## src/rtl/dcu_pkg.sv

```systemverilog
// Shared definitions for the Digital Control Unit receive path.
// Holds the Manchester deserializer state encoding, the default decoded
// word width and the smallest edge-classification reference that still
// separates bit-boundary edges from mid-bit edges.
`timescale 1ns/1ps
package dcu_pkg;

   // Default width of a decoded LED command word.
   localparam int DCU_DATA_W = 8;

   // Any smaller reference leaves no room between the blanking interval and
   // the sampling window, so the decoder refuses to start a frame with it.
   localparam logic [3:0] REF_MIN = 4'd2;

   // Deserializer states. Plain constants keep the encoding stable for
   // older tools and for anyone probing the state register directly.
   localparam logic [1:0] S_WAIT   = 2'd0;
   localparam logic [1:0] S_SYNC   = 2'd1;
   localparam logic [1:0] S_BLANK  = 2'd2;
   localparam logic [1:0] S_WINDOW = 2'd3;

endpackage

```

## src/rtl/line_sync_edge.sv

```systemverilog
// Brings the asynchronous balanced line into the clk domain and flags every
// transition of it.
// Ports:
//   clk          system oversampling clock
//   globalResetN asynchronous active-low reset
//   lineIn       raw line, asynchronous to clk
//   lineLevel    synchronized line level (second synchronizer flop)
//   lineEdge     high for one cycle after each synchronized transition
`timescale 1ns/1ps
module line_sync_edge (
   input  logic clk,
   input  logic globalResetN,
   input  logic lineIn,
   output logic lineLevel,
   output logic lineEdge
);

   logic sync1;
   logic sync2;
   logic sync3;

   // Two flops resolve metastability; the third holds the previous settled
   // level so a transition can be spotted by comparing neighbours.
   always_ff @(posedge clk or negedge globalResetN) begin
      if (!globalResetN) begin
         sync1 <= 1'b0;
         sync2 <= 1'b0;
         sync3 <= 1'b0;
      end else begin
         sync1 <= lineIn;
         sync2 <= sync1;
         sync3 <= sync2;
      end
   end

   assign lineLevel = sync2;
   assign lineEdge  = sync2 ^ sync3;

endmodule

```

## src/rtl/manchester_deserializer.sv

```systemverilog
// Decodes the oversampled Manchester line into parallel words for the LED
// command register file. Frames are bounded by the IDLE flag; each frame
// starts with one sync bit whose mid-bit edge sets the bit phase, then data
// bits follow MSB first, with consecutive words packed back to back.
// Ports:
//   clk          system oversampling clock
//   globalResetN asynchronous active-low reset
//   balancedCLK  raw Manchester line, asynchronous to clk
//   IDLE         line-idle flag from IDLEdetection
//   REF4Bits     edge-classification reference (about 1.5 half-bit periods)
//   dataOut      last complete decoded word
//   dataValid    one-cycle pulse when dataOut is updated
//   frameError   one-cycle pulse on an aborted or malformed frame
//   busy         high while a frame is being decoded
`timescale 1ns/1ps
module manchester_deserializer
   import dcu_pkg::*;
#(
   parameter int DATA_W = DCU_DATA_W,
   parameter int CNT_W  = 5
) (
   input  logic              clk,
   input  logic              globalResetN,
   input  logic              balancedCLK,
   input  logic              IDLE,
   input  logic [3:0]        REF4Bits,
   output logic [DATA_W-1:0] dataOut,
   output logic              dataValid,
   output logic              frameError,
   output logic              busy
);

   localparam int BC_W = $clog2(DATA_W);

   logic              lineLevel;
   logic              lineEdge;
   logic [1:0]        state;
   logic [1:0]        stateNext;
   logic [CNT_W-1:0]  cnt;
   logic [BC_W-1:0]   bitCount;
   logic [DATA_W-1:0] shiftReg;
   logic              wordPending;
   logic              idleSeen;
   logic              idleSeenNext;
   logic              midAccept;
   logic              takeBit;
   logic              abortFrame;
   logic              errNow;
   logic              lastBit;
   logic [CNT_W-1:0]  refExt;
   logic [CNT_W-1:0]  blankLimit;
   logic [CNT_W-1:0]  timeoutLimit;

   line_sync_edge uLineSync (
      .clk          (clk),
      .globalResetN (globalResetN),
      .lineIn       (balancedCLK),
      .lineLevel    (lineLevel),
      .lineEdge     (lineEdge)
   );

   // A zero reference wraps blankLimit to all-ones, which the saturating run
   // counter still reaches, so a bad mid-frame reference cannot lock us up.
   assign refExt       = CNT_W'(REF4Bits);
   assign blankLimit   = refExt - CNT_W'(1);
   assign timeoutLimit = refExt << 1;
   assign lastBit      = (bitCount == BC_W'(DATA_W - 1));
   assign busy         = (state != S_WAIT);

   // Next-state decisions. IDLE is checked before any edge so that a frame
   // end always takes priority over a bit arriving in the same cycle.
   // idleSeen arms the decoder only after the line has been reported idle,
   // so reset release or a timeout in the middle of traffic never starts
   // decoding at an arbitrary bit phase.
   always_comb begin
      stateNext    = state;
      idleSeenNext = idleSeen;
      midAccept    = 1'b0;
      takeBit      = 1'b0;
      abortFrame   = 1'b0;
      errNow       = 1'b0;
      case (state)
         S_WAIT: begin
            if (IDLE) begin
               idleSeenNext = 1'b1;
            end else if (idleSeen && (REF4Bits >= REF_MIN)) begin
               stateNext    = S_SYNC;
               idleSeenNext = 1'b0;
            end
         end
         S_SYNC: begin
            if (IDLE) begin
               stateNext = S_WAIT;
            end else if (lineEdge) begin
               midAccept = 1'b1;
               stateNext = S_BLANK;
            end
         end
         S_BLANK: begin
            if (IDLE) begin
               stateNext  = S_WAIT;
               abortFrame = 1'b1;
               errNow     = (bitCount != '0);
            end else if (cnt >= blankLimit) begin
               stateNext = S_WINDOW;
            end
         end
         S_WINDOW: begin
            if (IDLE) begin
               stateNext  = S_WAIT;
               abortFrame = 1'b1;
               errNow     = (bitCount != '0);
            end else if (lineEdge) begin
               midAccept = 1'b1;
               takeBit   = 1'b1;
               stateNext = S_BLANK;
            end else if (cnt >= timeoutLimit) begin
               stateNext  = S_WAIT;
               abortFrame = 1'b1;
               errNow     = 1'b1;
            end
         end
         default: begin
            stateNext = S_WAIT;
         end
      endcase
   end

   // Frame state and the run-length counter that times the blanking
   // interval and the window timeout from the last accepted mid-bit edge.
   always_ff @(posedge clk or negedge globalResetN) begin
      if (!globalResetN) begin
         state    <= S_WAIT;
         idleSeen <= 1'b0;
         cnt      <= '0;
      end else begin
         state    <= stateNext;
         idleSeen <= idleSeenNext;
         if (midAccept) begin
            cnt <= '0;
         end else if (cnt != '1) begin
            cnt <= cnt + CNT_W'(1);
         end
      end
   end

   // Bit assembly. The completed word lands in shiftReg on the cycle its
   // last bit is taken and is copied to dataOut one cycle later through
   // wordPending. An abort only clears the partial word; dataOut keeps the
   // last good word.
   always_ff @(posedge clk or negedge globalResetN) begin
      if (!globalResetN) begin
         shiftReg    <= '0;
         bitCount    <= '0;
         wordPending <= 1'b0;
         dataOut     <= '0;
         dataValid   <= 1'b0;
         frameError  <= 1'b0;
      end else begin
         wordPending <= 1'b0;
         dataValid   <= 1'b0;
         frameError  <= errNow;
         if (wordPending) begin
            dataOut   <= shiftReg;
            dataValid <= 1'b1;
         end
         if (abortFrame || (midAccept && !takeBit)) begin
            shiftReg <= '0;
            bitCount <= '0;
         end else if (takeBit) begin
            shiftReg <= {shiftReg[DATA_W-2:0], lineLevel};
            if (lastBit) begin
               bitCount    <= '0;
               wordPending <= 1'b1;
            end else begin
               bitCount <= bitCount + BC_W'(1);
            end
         end
      end
   end

endmodule

```

## config.mk

```make
export PLATFORM = sky130hd
export DESIGN_NAME = manchester_deserializer
export DESIGN_NICKNAME = d
export VERILOG_FILES = /design/src/rtl/dcu_pkg.sv /design/src/rtl/line_sync_edge.sv /design/src/rtl/manchester_deserializer.sv
export SDC_FILE = /design/constraint.sdc
export NUM_CORES = 1
export LEC_CHECK = 0
export ABC_AREA = 1
export BUFFER_PORTS_ARGS = -buffer_cell sky130_fd_sc_hd__buf_2
export CAP_MARGIN = 20
export CORE_UTILIZATION = 39
export DETAILED_ROUTE_END_ITERATION = 8
export SETUP_SLACK_MARGIN = 0.1
export SLEW_MARGIN = 20
export SYNTH_ARGS = -nofsm -noshare
export SYNTH_HDL_FRONTEND = slang
export SYNTH_SLANG_ARGS = --single-unit
```

## constraint.sdc

```tcl
create_clock -name clk -period 1.44 [get_ports clk]
set_input_delay 0.216 -clock clk [delete_from_list [all_inputs] [get_ports clk]]
set_output_delay 0.216 -clock clk [all_outputs]
set_load 0.03 [all_outputs]
```

**Word-level counts from Yosys, hierarchy flattened**

Index checks and enable logic that the tools add are counted.

- Bits in registers: 33
- Output and inout port bits: 11
- Input port bits: 8

- Reductions and logical operators: 13
- Muxes and demuxes: 35
- Bitwise logic cells: 1
- Add/sub/neg operators: 3
- Magnitude comparators: 3
- Eq/ne operators: 10

Operators with widths:

| operator | count |
|---|---|
| $mux 2 | 9 |
| $mux 1 | 16 |
| $mux 8 | 2 |
| $ge 5x5->1 | 2 |
| $mux 5 | 2 |
| $mux 3 | 3 |
| $pmux 2 s4 | 1 |
| $reduce_bool 2->1 | 4 |
| $ne 3x3->1 const B | 2 |
| $add 5x1->5 const B | 1 |
| $ne 5x5->1 const B | 1 |
| $reduce_and 5->1 | 1 |
| $sub 4x1->5 const B | 1 |
| $eq 2x2->1 const B | 2 |
| $ge 4x2->1 const B | 1 |
| $ne 2x2->1 const B | 2 |
| $ne 4x4->1 const B | 1 |
| $pmux 1 s2 | 2 |
| $add 3x1->3 const B | 1 |
| $eq 3x3->1 const B | 1 |
| $reduce_bool 3->1 | 1 |
| $eq 2x1->1 const B | 1 |
| $logic_and 1x1->1 | 2 |
| $logic_not 2->1 | 1 |
| other kinds (5) | 5 |

**Longest topological paths before layout**

Gate-level depths: netlist (run 1).

- Depth in word-level cells: 8
- Mapped depth: 13
- Depth with buffers taken out: 13

**Hierarchy**

A second synthesis (run 1) with hierarchy kept.

- Cells, all modules: 203
- Area total of the unflattened synthesis: 1816.7 sq um

Modules (own cells, without submodules):

| module | seq. area each (sq um) | instances | area each (sq um) | cells each |
|---|---|---|---|---|
| manchester_deserializer | 750.7 | 1 | 1722.9 | 195 |
| line_sync_edge | 75.1 | 1 | 93.8 | 8 |

**Least setup slack after synthesis (run 1)**

No wires, ideal clock.

- Path kind: input-to-reg
- Start: input port REF4Bits[0]
- End: register state[1]
- Data arrival time: 1.376 ns
- Data required time: 1.323 ns
- Setup slack: -0.053 ns
- Stages on the path: 13
- Cell sequence: inv_1 > ha_1 > xnor2_1 > ha_1 > nand2_1 > nor2_1 > nand2_1 > nand3_1 > nand2_1 > inv_1 > nand2_1 > nand2_1 > nand2_1

- Longest elaborated chain between the ends: 4

Ends and longest elaborated chain:

| element | line | RTL |
|---|---|---|
| start, declared | manchester_deserializer.sv:26 | `input logic [3:0] REF4Bits,` |
| $sub 4x1->5 / $ge 4x2->1 (equally long branches) | manchester_deserializer.sv:65, manchester_deserializer.sv:86 |  |
| $ge 5x5->1 / $logic_and 1x1->1 (equally long branches) | manchester_deserializer.sv:104, manchester_deserializer.sv:86 |  |
| $ne 3x3->1 (no line) / $ne 2x2->1 (equally long branches) | -- |  |
| $reduce_and 5->1 (no line) * | -- |  |
| end signal, assigned | manchester_deserializer.sv:137 | `state <= stateNext;` |
| end, declared | manchester_deserializer.sv:37 | `logic [1:0] state;` |

Mark *: on every way between the ends. The rest lies on a longest branch, timed or not.
A chain may end at the register's enable or synchronous reset.

**Worst setup path after layout (run 1)**

- Start: register cnt[3]
- End: register state[1]

- Longest elaborated chain between the ends: 3

Ends and longest elaborated chain:

| element | line | RTL |
|---|---|---|
| start, declared | manchester_deserializer.sv:39 | `logic [CNT_W-1:0] cnt;` |
| start signal, assigned | manchester_deserializer.sv:142 | `cnt <= cnt + CNT_W'(1);` |
| $ge 5x5->1 (on tied branches) | manchester_deserializer.sv:117, manchester_deserializer.sv:104 |  |
| $ne 4x4->1 (no line) / $ne 3x3->1 (equally long branches) | -- |  |
| $reduce_and 5->1 (no line) * | -- |  |

Marked as above.

==> results of run 1 <==
==> flip-flops by register name (all words and copies together), names as in the netlist <==
name and count:
dataOut 8, shiftReg 8, cnt 5, bitCount 3
state 2, dataValid 1, frameError 1, idleSeen 1
uLineSync.lineLevel 1, uLineSync.sync1 1, uLineSync.sync3 1, wordPending 1
==> critical path: cells and delay by family (launching register included) <==
family	cells	cell delay, ns
buf+inv	2	0.21
flops	1	0.39
fa+ha+maj	1	0.28
simple gates	8	0.53
==> worst max path at each step <==
stage                  startpoint                       to  cells after the start
2_1_floorplan  cnt[2]$_DFFE_PN0P_  shiftReg[0]$_DFFE_PN0P_                      9
3_3_place_gp          REF4Bits[1]     state[1]$_DFFE_PN0P_                     14
3_5_place_dp          REF4Bits[1]     state[1]$_DFFE_PN0P_                     14
4_1_cts        cnt[2]$_DFFE_PN0P_  shiftReg[7]$_DFFE_PN0P_                      9
5_1_grt        cnt[1]$_DFFE_PN0P_     state[0]$_DFFE_PN0P_                     11
6_report       cnt[3]$_DFFE_PN0P_     state[1]$_DFFE_PN0P_                     11
==> logic make-up (layout without fill, tap and decap cells) <==
| family | Yosys count | after routing | share of synthesized area (%) |
|---|---|---|---|
| compound gates | 26 | 26 | 8.34 |
| mux | 1 | 1 | 0.596 |
| buf+inv | 48 | 94 | 10.7 |
| fa+ha+maj | 16 | 16 | 10.6 |
| flops | 33 | 33 | 43.7 |
| xor+xnor | 3 | 3 | 1.39 |
| simple gates | 107 | 107 | 24.7 |
==> metal layers <==
layer	track usage [%]	up-vias	share of wire, %
met5	0	-	0
met4	7.19	0	2.1
met3	3.80	10	3.1
met2	24.0	24	46
met1	22.0	729	49
li1	-	813	-
==> what timing repair did <==
action / in CTS / in global routing
endpoints found under the hold margin: 33 / 0
resized for setup: 11 / 49
hold buffers: 1 / 0
setup endpoints to repair: 19 / 20
pin swaps: 4 / 16
buffers inserted: 2 / 7
==> stage by stage <==
stage / hold slack [ns] / std cells
finish: 0.0383 / 332
global route: 0.0259 / 332
CTS: 0.0293 / 325
detailed placement: 0.271 / 315
global placement: 0.275 / 315
floorplan: -0.0796 / 234
==> power breakdown <==
| part | leakage (µW) | total [µW] | switching [µW] | internal [µW] |
|---|---|---|---|---|
| Clock | 0.0000443 | 703 | 324 | 379 |
| Combinational | 0.000804 | 1860 | 986 | 871 |
| Sequential | 0.000438 | 1210 | 141 | 1070 |
| Total | 0.00129 | 3770 | 1450 | 2320 |
==> cell usage in the layout (no fill, tap or decap), drive strengths merged <==
master       synthesis  layout
a21oi               13      13
a31oi                1       1
buf                  2      41
clkbuf               1       7
clkinv               2       2
dfrtp               33      33
dlygate4sd3          0       1
ha                  16      16
inv                 43      43
mux2                 1       1
nand2               52      52
nand3               12      12
nor2                38      38
nor3                 5       5
o21ai               12      12
xnor2                1       1
xor2                 2       2
==> layout make-up <==
type | count | area, µm² | area share [%]
Tap cell | 52 | 65.1 | 2.51
Clock buffer | 7 | 86.3 | 3.33
Timing Repair Buffer | 42 | 310 | 12.0
Sequential cell | 33 | 828 | 32.0
Inverter | 45 | 201 | 7.78
Multi-Input combinational cell | 153 | 1100 | 42.4
==> results.sh, run 1 <==
export IMPL_syn_cell_area_um2=1890
export IMPL_hold_depth=1
export IMPL_area_delta_synth_final_pct=37.1
export IMPL_rows=24
export IMPL_worstSetupPathType="flop to flop"
export IMPL_clock_skew_final_ns=0.00715
export IMPL_slowest_delay_ns=0.39
export IMPL_worstPathMaxFanout=3
export IMPL_relSlewSlack_pct=72.0
export IMPL_finalSetupViolCount=11
export IMPL_ioPinCount=19
export IMPL_synth_seq_cells=33
export IMPL_power_per_cell_area_nw_per_um2=1460
export IMPL_grt_usage_pct=16.0
export IMPL_drtIter0Drc=51
export IMPL_setup_tns_ns=-0.229
export IMPL_rsz0062_at_grt="true"
export IMPL_violations="negative setup slack"
export IMPL_final_area_um2=2590
export IMPL_utilization_pct=57.5
export IMPL_clk_pin_slew_worst_paths_ns=0.07
export IMPL_drc_errors=0
export IMPL_dp_slack_ns=-0.249
export IMPL_critical_path_arrival_ns=1.70
export IMPL_design_core_area_um2=4500
export IMPL_cpMaxStageDelayCell="dfrtp_1"
export IMPL_num_vias=1576
export IMPL_startpoint_type="flop"
export IMPL_die_w_um=71.6
export IMPL_p_leak_uw=0.00129
export IMPL_yosysSeqAreaShare_pct=43.7
export IMPL_fin_nets=304
export IMPL_synthCells=234
export IMPL_wl_mm=3.90
export IMPL_min_period_ns=1.52
export IMPL_yosysUniqueCellTypes=23
export IMPL_ctsLongestPathBuffers=2
export IMPL_numCtsBuffers=5
export IMPL_synth_area_leader_cell="dfrtp_1"
export IMPL_io_buffers=18
export IMPL_fmax_mhz=658
export IMPL_antenna_found_initial=0
export IMPL_rrSetupSlack_ns=-0.08
export IMPL_yosys_top_cells_area="dfrtp_1 (44%), ha_1 (11%), nand2_1 (9.9%), inv_1 (8.3%), nor2_1 (6.4%)"
export IMPL_vias_per_cell=4.75
export IMPL_die_h_um=71.6
export IMPL_dpl_instance_area_um2=2170
export IMPL_synth_warnings=0
export IMPL_cts_tree="yes"
export IMPL_drt_pass1_iter_count=4
export IMPL_cap_violations=0
export IMPL_grt_max_degree=34
export IMPL_clock_latency_ns=0.28
export IMPL_status="finished with violations"
export IMPL_slew_viol_final=0
export IMPL_synth_edff_count=0
export IMPL_r2r_start="cnt[3]$_DFFE_PN0P_"
export IMPL_initial_core_util_pct=41.9
export IMPL_antenna_left=0
export IMPL_place_congestion=0.788
export IMPL_final_hold_violation_count=0
export IMPL_cts_sinks=33
export IMPL_whs_endpoint="uLineSync.sync1$_DFF_PN0_"
export IMPL_avgSynthCellArea_um2=8.07
export IMPL_synth_nets=258
export IMPL_fin_crit_sh_pct=106
export IMPL_dieArea_um2=5130
export IMPL_filler_cell_count=408
export IMPL_first_global_vias=1436
export IMPL_num_antenna_cells=0
export IMPL_drive_gt1_share_pct=40.0
export IMPL_worstSetupEndpointType="flop"
export IMPL_hp_start="balancedCLK"
export IMPL_async_reset_ff_share_pct=100
export IMPL_root_buffer="clkbuf_8"
export IMPL_yosysMostFrequentCell="nand2_1"
export IMPL_detail_route_wl_per_cell_um=11.8
export IMPL_rr_worst_depth=11
export IMPL_htreeDepth=2
export IMPL_critical_path_cell_chain="buf_4 > ha_1 > nand2_2 > nor2_1 > nand2_1 > nand3_1 > nand2_1 > inv_2 > nand2_2 > nand2_1 > nand2_1"
export IMPL_setup_slack_ns=-0.0796
export IMPL_hp_class="primary input to flop"
export IMPL_worst_pin_slew_ns=0.420
export IMPL_post_dp_hpwl_mm=2.59
export IMPL_synth_top_area_share_pct=43.7
export IMPL_reg2reg_to="state[1]$_DFFE_PN0P_"
export IMPL_ir_worst_vdd_uv=578
export IMPL_synth_common_cells="nand2_1 (50), inv_1 (42), dfrtp_1 (33)"
export IMPL_crit_top_cell="nand2_1"
export IMPL_power_uw=3770
export IMPL_critPathRequiredTime_ns=1.62
export IMPL_ys_flop_type="dfrtp_1"
export IMPL_grt_pass1_wl_mm=6.19
export IMPL_grt_overflow=0
Note: power is estimated with default switching activity, not from simulation.
==> run 2: changes to the inputs <==
Settings changed: CTS_BUF_LIST set to sky130_fd_sc_hd__clkbuf_8.
Clock period 1.44 ns to 1.9 ns, I/O delays scaled along.
==> run 2 against run 1 <==
  * The flow now finishes without violations
  * Count of clock-buffer cells in the layout unchanged
  * Clock skew down 0.0011 ns
  * Worst setup slack better by 0.38 ns
  * Cell area fell by 18%
  * Power fell by 39%
  * First-iteration DRC count up 39%
  * Utilization shrank 10 points
  * Wire length is 14% lower
  * Sequential power down 25%
  * Via count shrank 9.4%
  * Critical path type unchanged
  * Largest power group is now registers
==> results.sh, run 2 (synthesized netlist as in run 1, its figures left out) <==
export IMPL_ioPinCount=19
export IMPL_vias_per_cell=4.59
export IMPL_num_vias=1428
export IMPL_rows=24
export IMPL_numCtsBuffers=5
export IMPL_dieArea_um2=5130
export IMPL_clock_latency_ns=0.28
export IMPL_first_global_vias=1329
export IMPL_post_cts_buffers=0
export IMPL_final_hold_violation_count=0
export IMPL_antenna_found_initial=0
export IMPL_detail_route_wl_per_cell_um=10.8
export IMPL_wl_mm=3.37
export IMPL_place_congestion=0.787
export IMPL_fin_crit_sh_pct=84.4
export IMPL_p_sw_uw=871
export IMPL_r2r_start="cnt[4]$_DFFE_PN0P_"
export IMPL_num_antenna_cells=0
export IMPL_pwr_share_clk_pct=25.0
export IMPL_drc_errors=0
export IMPL_relSlewSlack_pct=50.0
export IMPL_power_frac_comb_pct=35.6
export IMPL_status="finished clean"
export IMPL_cpMaxStageDelayCell="dfrtp_1"
export IMPL_die_h_um=71.6
export IMPL_filler_cell_count=462
export IMPL_min_period_ns=1.60
export IMPL_fmax_mhz=623
export IMPL_grt_usage_pct=15.2
export IMPL_clk_pin_slew_worst_paths_ns=0.07
export IMPL_area_delta_synth_final_pct=12.8
export IMPL_worst_pin_slew_ns=0.750
export IMPL_drt_pass1_iter_count=6
export IMPL_startpoint="cnt[4]$_DFFE_PN0P_"
export IMPL_die_w_um=71.6
export IMPL_htreeDepth=2
export IMPL_crit_top_cell="nand3_1"
export IMPL_drtIter0Drc=71
export IMPL_finalSetupViolCount=0
export IMPL_power_uw=2320
export IMPL_layout_common_cells="nand2_1 (50), inv_1 (42), dfrtp_1 (33), nor2_1 (32), buf_2 (18)"
export IMPL_power_per_cell_area_nw_per_um2=1090
export IMPL_critical_path_cell_chain="ha_1 > a21oi_1 > nand3_1 > nand2_1 > nand3_1 > buf_4 > nor2_1"
export IMPL_holdBufCountCts=0
export IMPL_setup_tns_ns=0
export IMPL_grt_overflow=0
export IMPL_ctsLongestPathBuffers=2
export IMPL_grt_pass1_wl_mm=5.95
export IMPL_p_seq_share_pct=39.3
export IMPL_post_dp_hpwl_mm=2.54
export IMPL_rsz0062_at_grt="false"
export IMPL_startpoint_type="flop"
export IMPL_critical_path_arrival_ns=1.82
export IMPL_p_leak_uw=0.00115
export IMPL_slowest_delay_ns=0.43
export IMPL_design_core_area_um2=4500
export IMPL_cts_sinks=33
export IMPL_hp_class="primary input to async pin"
export IMPL_grt_max_degree=34
export IMPL_utilization_pct=47.3
export IMPL_critPathRequiredTime_ns=2.12
export IMPL_io_buffers=18
export IMPL_internal_power_uw=1450
export IMPL_mostFrequentLayoutCell="nand2_1"
export IMPL_worstSetupEndpointType="flop"
export IMPL_worstSetupPathType="flop to flop"
export IMPL_setup_slack_ns=0.296
export IMPL_worstPathMaxFanout=11
export IMPL_dp_slack_ns=0.100
export IMPL_drive_gt1_share_pct=18.9
export IMPL_switching_share_pct=37.6
export IMPL_fin_nets=282
export IMPL_ir_worst_vdd_uv=410
export IMPL_largest_registers="dataOut: 8 flops, shiftReg: 8 flops, cnt: 5 flops"
export IMPL_antenna_left=0
export IMPL_cap_violations=0
export IMPL_root_buffer="clkbuf_8"
export IMPL_slew_viol_final=0
export IMPL_cts_resized=0
export IMPL_initial_core_util_pct=41.9
export IMPL_cts_tree="yes"
export IMPL_clock_skew_final_ns=0.00601
run 2: cell type report:
| class | instances | area [µm²] | share of cell area, % |
|---|---|---|---|
| multi-input cells | 153 | 862 | 40.5 |
| flip-flops and latches | 33 | 826 | 38.8 |
| inverters | 45 | 171 | 8.04 |
| repair buffers | 20 | 105 | 4.93 |
| clock buffers | 7 | 96.3 | 4.52 |
| well taps | 52 | 65.1 | 3.05 |
| clock inverters | 1 | 5.00 | 0.235 |
run 2: path summary, 6_finish.rpt:
kind	to	slack, ns	depth (start not counted)
min in group clk	uLineSync.sync1$_DFF_PN0_	0.11	1
worst min-delay path	dataOut[3]$_DFFE_PN0P_	0.07	1
max in group asynchronous	bitCount[0]$_DFFE_PN0P_	1.35	1
worst max-delay path	bitCount[0]$_DFFE_PN0P_	0.30	7
worst max register to register	bitCount[0]$_DFFE_PN0P_	0.30	7
worst min register to register	uLineSync.lineLevel$_DFF_PN0_	0.36	0
run 2: power by group through the flow:
| stage | clock [µW] | sequential [µW] | combinational, µW |
|---|---|---|---|
| 2_1_floorplan | 0 | 907 | 636 |
| 4_1_cts | 602 | 911 | 836 |
| 5_1_grt | 634 | 926 | 976 |
| 6_report | 580 | 911 | 825 |
| 3_3_place_gp | 0 | 925 | 811 |
| 3_5_place_dp | 0 | 924 | 833 |
run 2: layer usage:
layer  GRT usage (%)  part of all wire [%]  vias to the layer above
li1                -                     -                      767
met1            20.8                    51                      627
met2            23.1                    43                       27
met3            3.80                   3.4                        7
met4            6.54                   1.7                        0
met5               0                     0                        -
run 2: per-stage QoR:
| stage | area, µm² | cells | hold slack (ns) |
|---|---|---|---|
| after floorplan | 1890 | 234 | -0.0106 |
| after global placement | 2030 | 303 | 0.334 |
| after detailed placement | 2030 | 303 | 0.349 |
| after CTS | 2130 | 311 | 0.0975 |
| after global routing | 2130 | 311 | 0.0953 |
| final | 2130 | 311 | 0.0696 |
run 2: worst max-delay path: cells and delay by family, from the launching register on:
kind | cells | cell delay, ns
compound gates | 1 | 0.21
fa+ha+maj | 1 | 0.31
simple gates | 4 | 0.41
flops | 1 | 0.43
buf+inv | 1 | 0.19
==> run 3: changes to the inputs <==
Clock period 1.9 ns to 1.45 ns, I/O delays scaled along.
==> run 3 against run 2 <==
  * The run now ends with negative setup slack left
  * Critical path depth up 2
  * Utilization up 9.2 points
  * Critical path type unchanged
  * First-iteration DRC count up 5.6%
==> results.sh, run 3 (synthesized netlist as in run 1, its figures left out) <==
export IMPL_drc_errors=0
export IMPL_cap_violations=0
export IMPL_detail_route_wl_per_cell_um=11.6
export IMPL_slew_viol_final=0
export IMPL_critPathTopFamily="flip-flops"
export IMPL_r2r_start="cnt[2]$_DFFE_PN0P_"
export IMPL_cts_tree="yes"
export IMPL_power_uw=3700
export IMPL_grt_busiest_layer="met2"
export IMPL_worstPathMaxFanout=7
export IMPL_place_congestion=0.794
export IMPL_ir_worst_vdd_uv=575
export IMPL_grt_max_degree=34
export IMPL_antenna_left=0
export IMPL_mostFrequentLayoutCell="nand2_1"
export IMPL_startpoint="cnt[2]$_DFFE_PN0P_"
export IMPL_grt_overflow=0
export IMPL_p_leak_uw=0.00128
export IMPL_io_buffers=18
export IMPL_critPathRequiredTime_ns=1.67
export IMPL_finalNonFillerCells=331
export IMPL_cp_endpoint="bitCount[0]$_DFFE_PN0P_"
export IMPL_largest_registers="dataOut: 8 flops, shiftReg: 8 flops, cnt: 5 flops"
export IMPL_setup_slack_ns=-0.0867
export IMPL_die_h_um=71.6
export IMPL_finalSetupViolCount=14
export IMPL_clock_latency_ns=0.28
export IMPL_path_buf_inv=2
export IMPL_violations="negative setup slack"
export IMPL_rows=24
export IMPL_hold_ws_ns=0.0399
export IMPL_worstSetupEndpointType="flop"
export IMPL_area_delta_synth_final_pct=34.8
export IMPL_grt_pass1_wl_mm=6.31
export IMPL_clk_pin_slew_worst_paths_ns=0.06
export IMPL_power_per_cell_area_nw_per_um2=1450
export IMPL_worst_pin_slew_ns=0.427
export IMPL_antenna_found_initial=0
export IMPL_final_hold_violation_count=0
export IMPL_initial_core_util_pct=41.9
export IMPL_rrSetupSlack_ns=-0.09
export IMPL_critical_path_cell_chain="ha_4 > inv_2 > nor2_4 > o21ai_2 > nand3_2 > nand2_2 > nand3_2 > buf_6 > nor2_4"
export IMPL_fin_nets=304
export IMPL_min_period_ns=1.54
export IMPL_worstSetupPathType="flop to flop"
export IMPL_relSlewSlack_pct=71.5
export IMPL_post_dp_hpwl_mm=2.65
export IMPL_drive_gt1_share_pct=40.1
export IMPL_status="finished with violations"
export IMPL_slowest_delay_ns=0.43
export IMPL_layout_common_cells="nand2_1 (42), inv_1 (35), dfrtp_1 (30), nor2_1 (22), buf_2 (18)"
export IMPL_gr_usage_met3_pct=3.80
export IMPL_drtIter0Drc=75
export IMPL_first_global_vias=1462
export IMPL_seqCellArea_um2=830
export IMPL_reg2reg_to="bitCount[0]$_DFFE_PN0P_"
export IMPL_htreeDepth=2
export IMPL_dieArea_um2=5130
export IMPL_ioPinCount=19
export IMPL_fmax_mhz=651
export IMPL_cts_sinks=33
export IMPL_multiInputGateArea_um2=1080
export IMPL_met1_usage_pct=21.5
export IMPL_rsz0062_at_grt="true"
export IMPL_wl_mm=3.83
export IMPL_ctsLongestPathBuffers=2
export IMPL_numCtsBuffers=5
export IMPL_cpMaxStageDelayCell="dfrtp_1"
export IMPL_hp_class="primary input to flop"
export IMPL_grt_usage_pct=16.0
export IMPL_num_antenna_cells=0
export IMPL_filler_cell_count=417
export IMPL_drt_pass1_iter_count=4
export IMPL_post_place_cells=316
export IMPL_die_w_um=71.6
export IMPL_num_vias=1537
export IMPL_grtUsageMet2_pct=25.3
export IMPL_startpoint_type="flop"
export IMPL_path_depth=9
export IMPL_vias_per_cell=4.64
export IMPL_rr_worst_depth=9
export IMPL_clock_skew_final_ns=0.00599
export IMPL_root_buffer="clkbuf_8"
export IMPL_design_core_area_um2=4500
export IMPL_critical_path_arrival_ns=1.75
export IMPL_fin_crit_sh_pct=106
## run 3: cell types whose count changed in the layout (fill, tap and decap cells not counted), sizes merged
cell         previous run  this run
clkbuf                  7         5
buf                    20        41
dlygate4sd3             0         1
## run 3: how the worst min path moves through the flow
| stage | endpoint | startpoint | depth (start not counted) | slack, ns |
|---|---|---|---|---|
| 6_report | uLineSync.sync1$_DFF_PN0_ | balancedCLK | 1 | 0.04 |
| 5_1_grt | uLineSync.sync1$_DFF_PN0_ | balancedCLK | 1 | 0.03 |
| 4_1_cts | uLineSync.sync1$_DFF_PN0_ | balancedCLK | 1 | 0.03 |
| 3_3_place_gp | cnt[0]$_DFFE_PN0P_ | globalResetN | 2 | 0.27 |
| 2_1_floorplan | bitCount[0]$_DFFE_PN0P_ | globalResetN | 0 | -0.08 |
| 3_5_place_dp | cnt[0]$_DFFE_PN0P_ | globalResetN | 2 | 0.27 |
## run 3: layout make-up
type | instances | area share, %
multi-input combinational | 153 | 42.4
sequential | 33 | 32.6
timing repair buffer | 42 | 11.7
inverter | 45 | 7.81
clock buffer | 5 | 2.70
tap | 52 | 2.55
clock inverter | 1 | 0.196
## run 3: where the power goes
group / total [µW] / internal [µW] / switching, µW
clock: 627 / 315 / 312
combinational: 1850 / 864 / 981
sequential: 1230 / 1070 / 160
total: 3700 / 2250 / 1450
## run 3: per-layer routing
metal / vias to the layer above / wire length [µm]
met5: - / 0
met2: 14 / 1840
li1: 813 / -
met3: 5 / 91
met4: 0 / 46
met1: 705 / 1850
## run 3: repair_timing
item | in CTS | in global routing
hold endpoints to repair | 33 | 0
gates cloned | 0 | 0
setup endpoints to repair | 19 | 20
setup buffers | 3 | 5
hold buffers | 1 | 0
pin swaps | 20 | 18
resized for setup | 28 | 30
## run 3: worst reg2reg max path, delay by kind of cell (launching register included)
kind	cells	cell delay, ns
flip-flops	1	0.43
AND/OR/NAND/NOR	5	0.42
adder cells (fa/ha/maj)	1	0.27
buffers and inverters	2	0.22
AO/OA/AOI/OAI	1	0.14
## run 3: stage by stage
stage,utilization [%],TNS [ns],setup WS (ns),area [µm²]
6_report,56.6,-0.726,-0.0867,2550
5_1_grt,56.6,-1.99,-0.170,2550
4_1_cts,53.4,-0.218,-0.0351,2400
3_5_place_dp,48.3,-1.95,-0.245,2180
3_3_place_gp,48.3,-1.66,-0.212,2180
2_1_floorplan,-,0,0.0230,1940
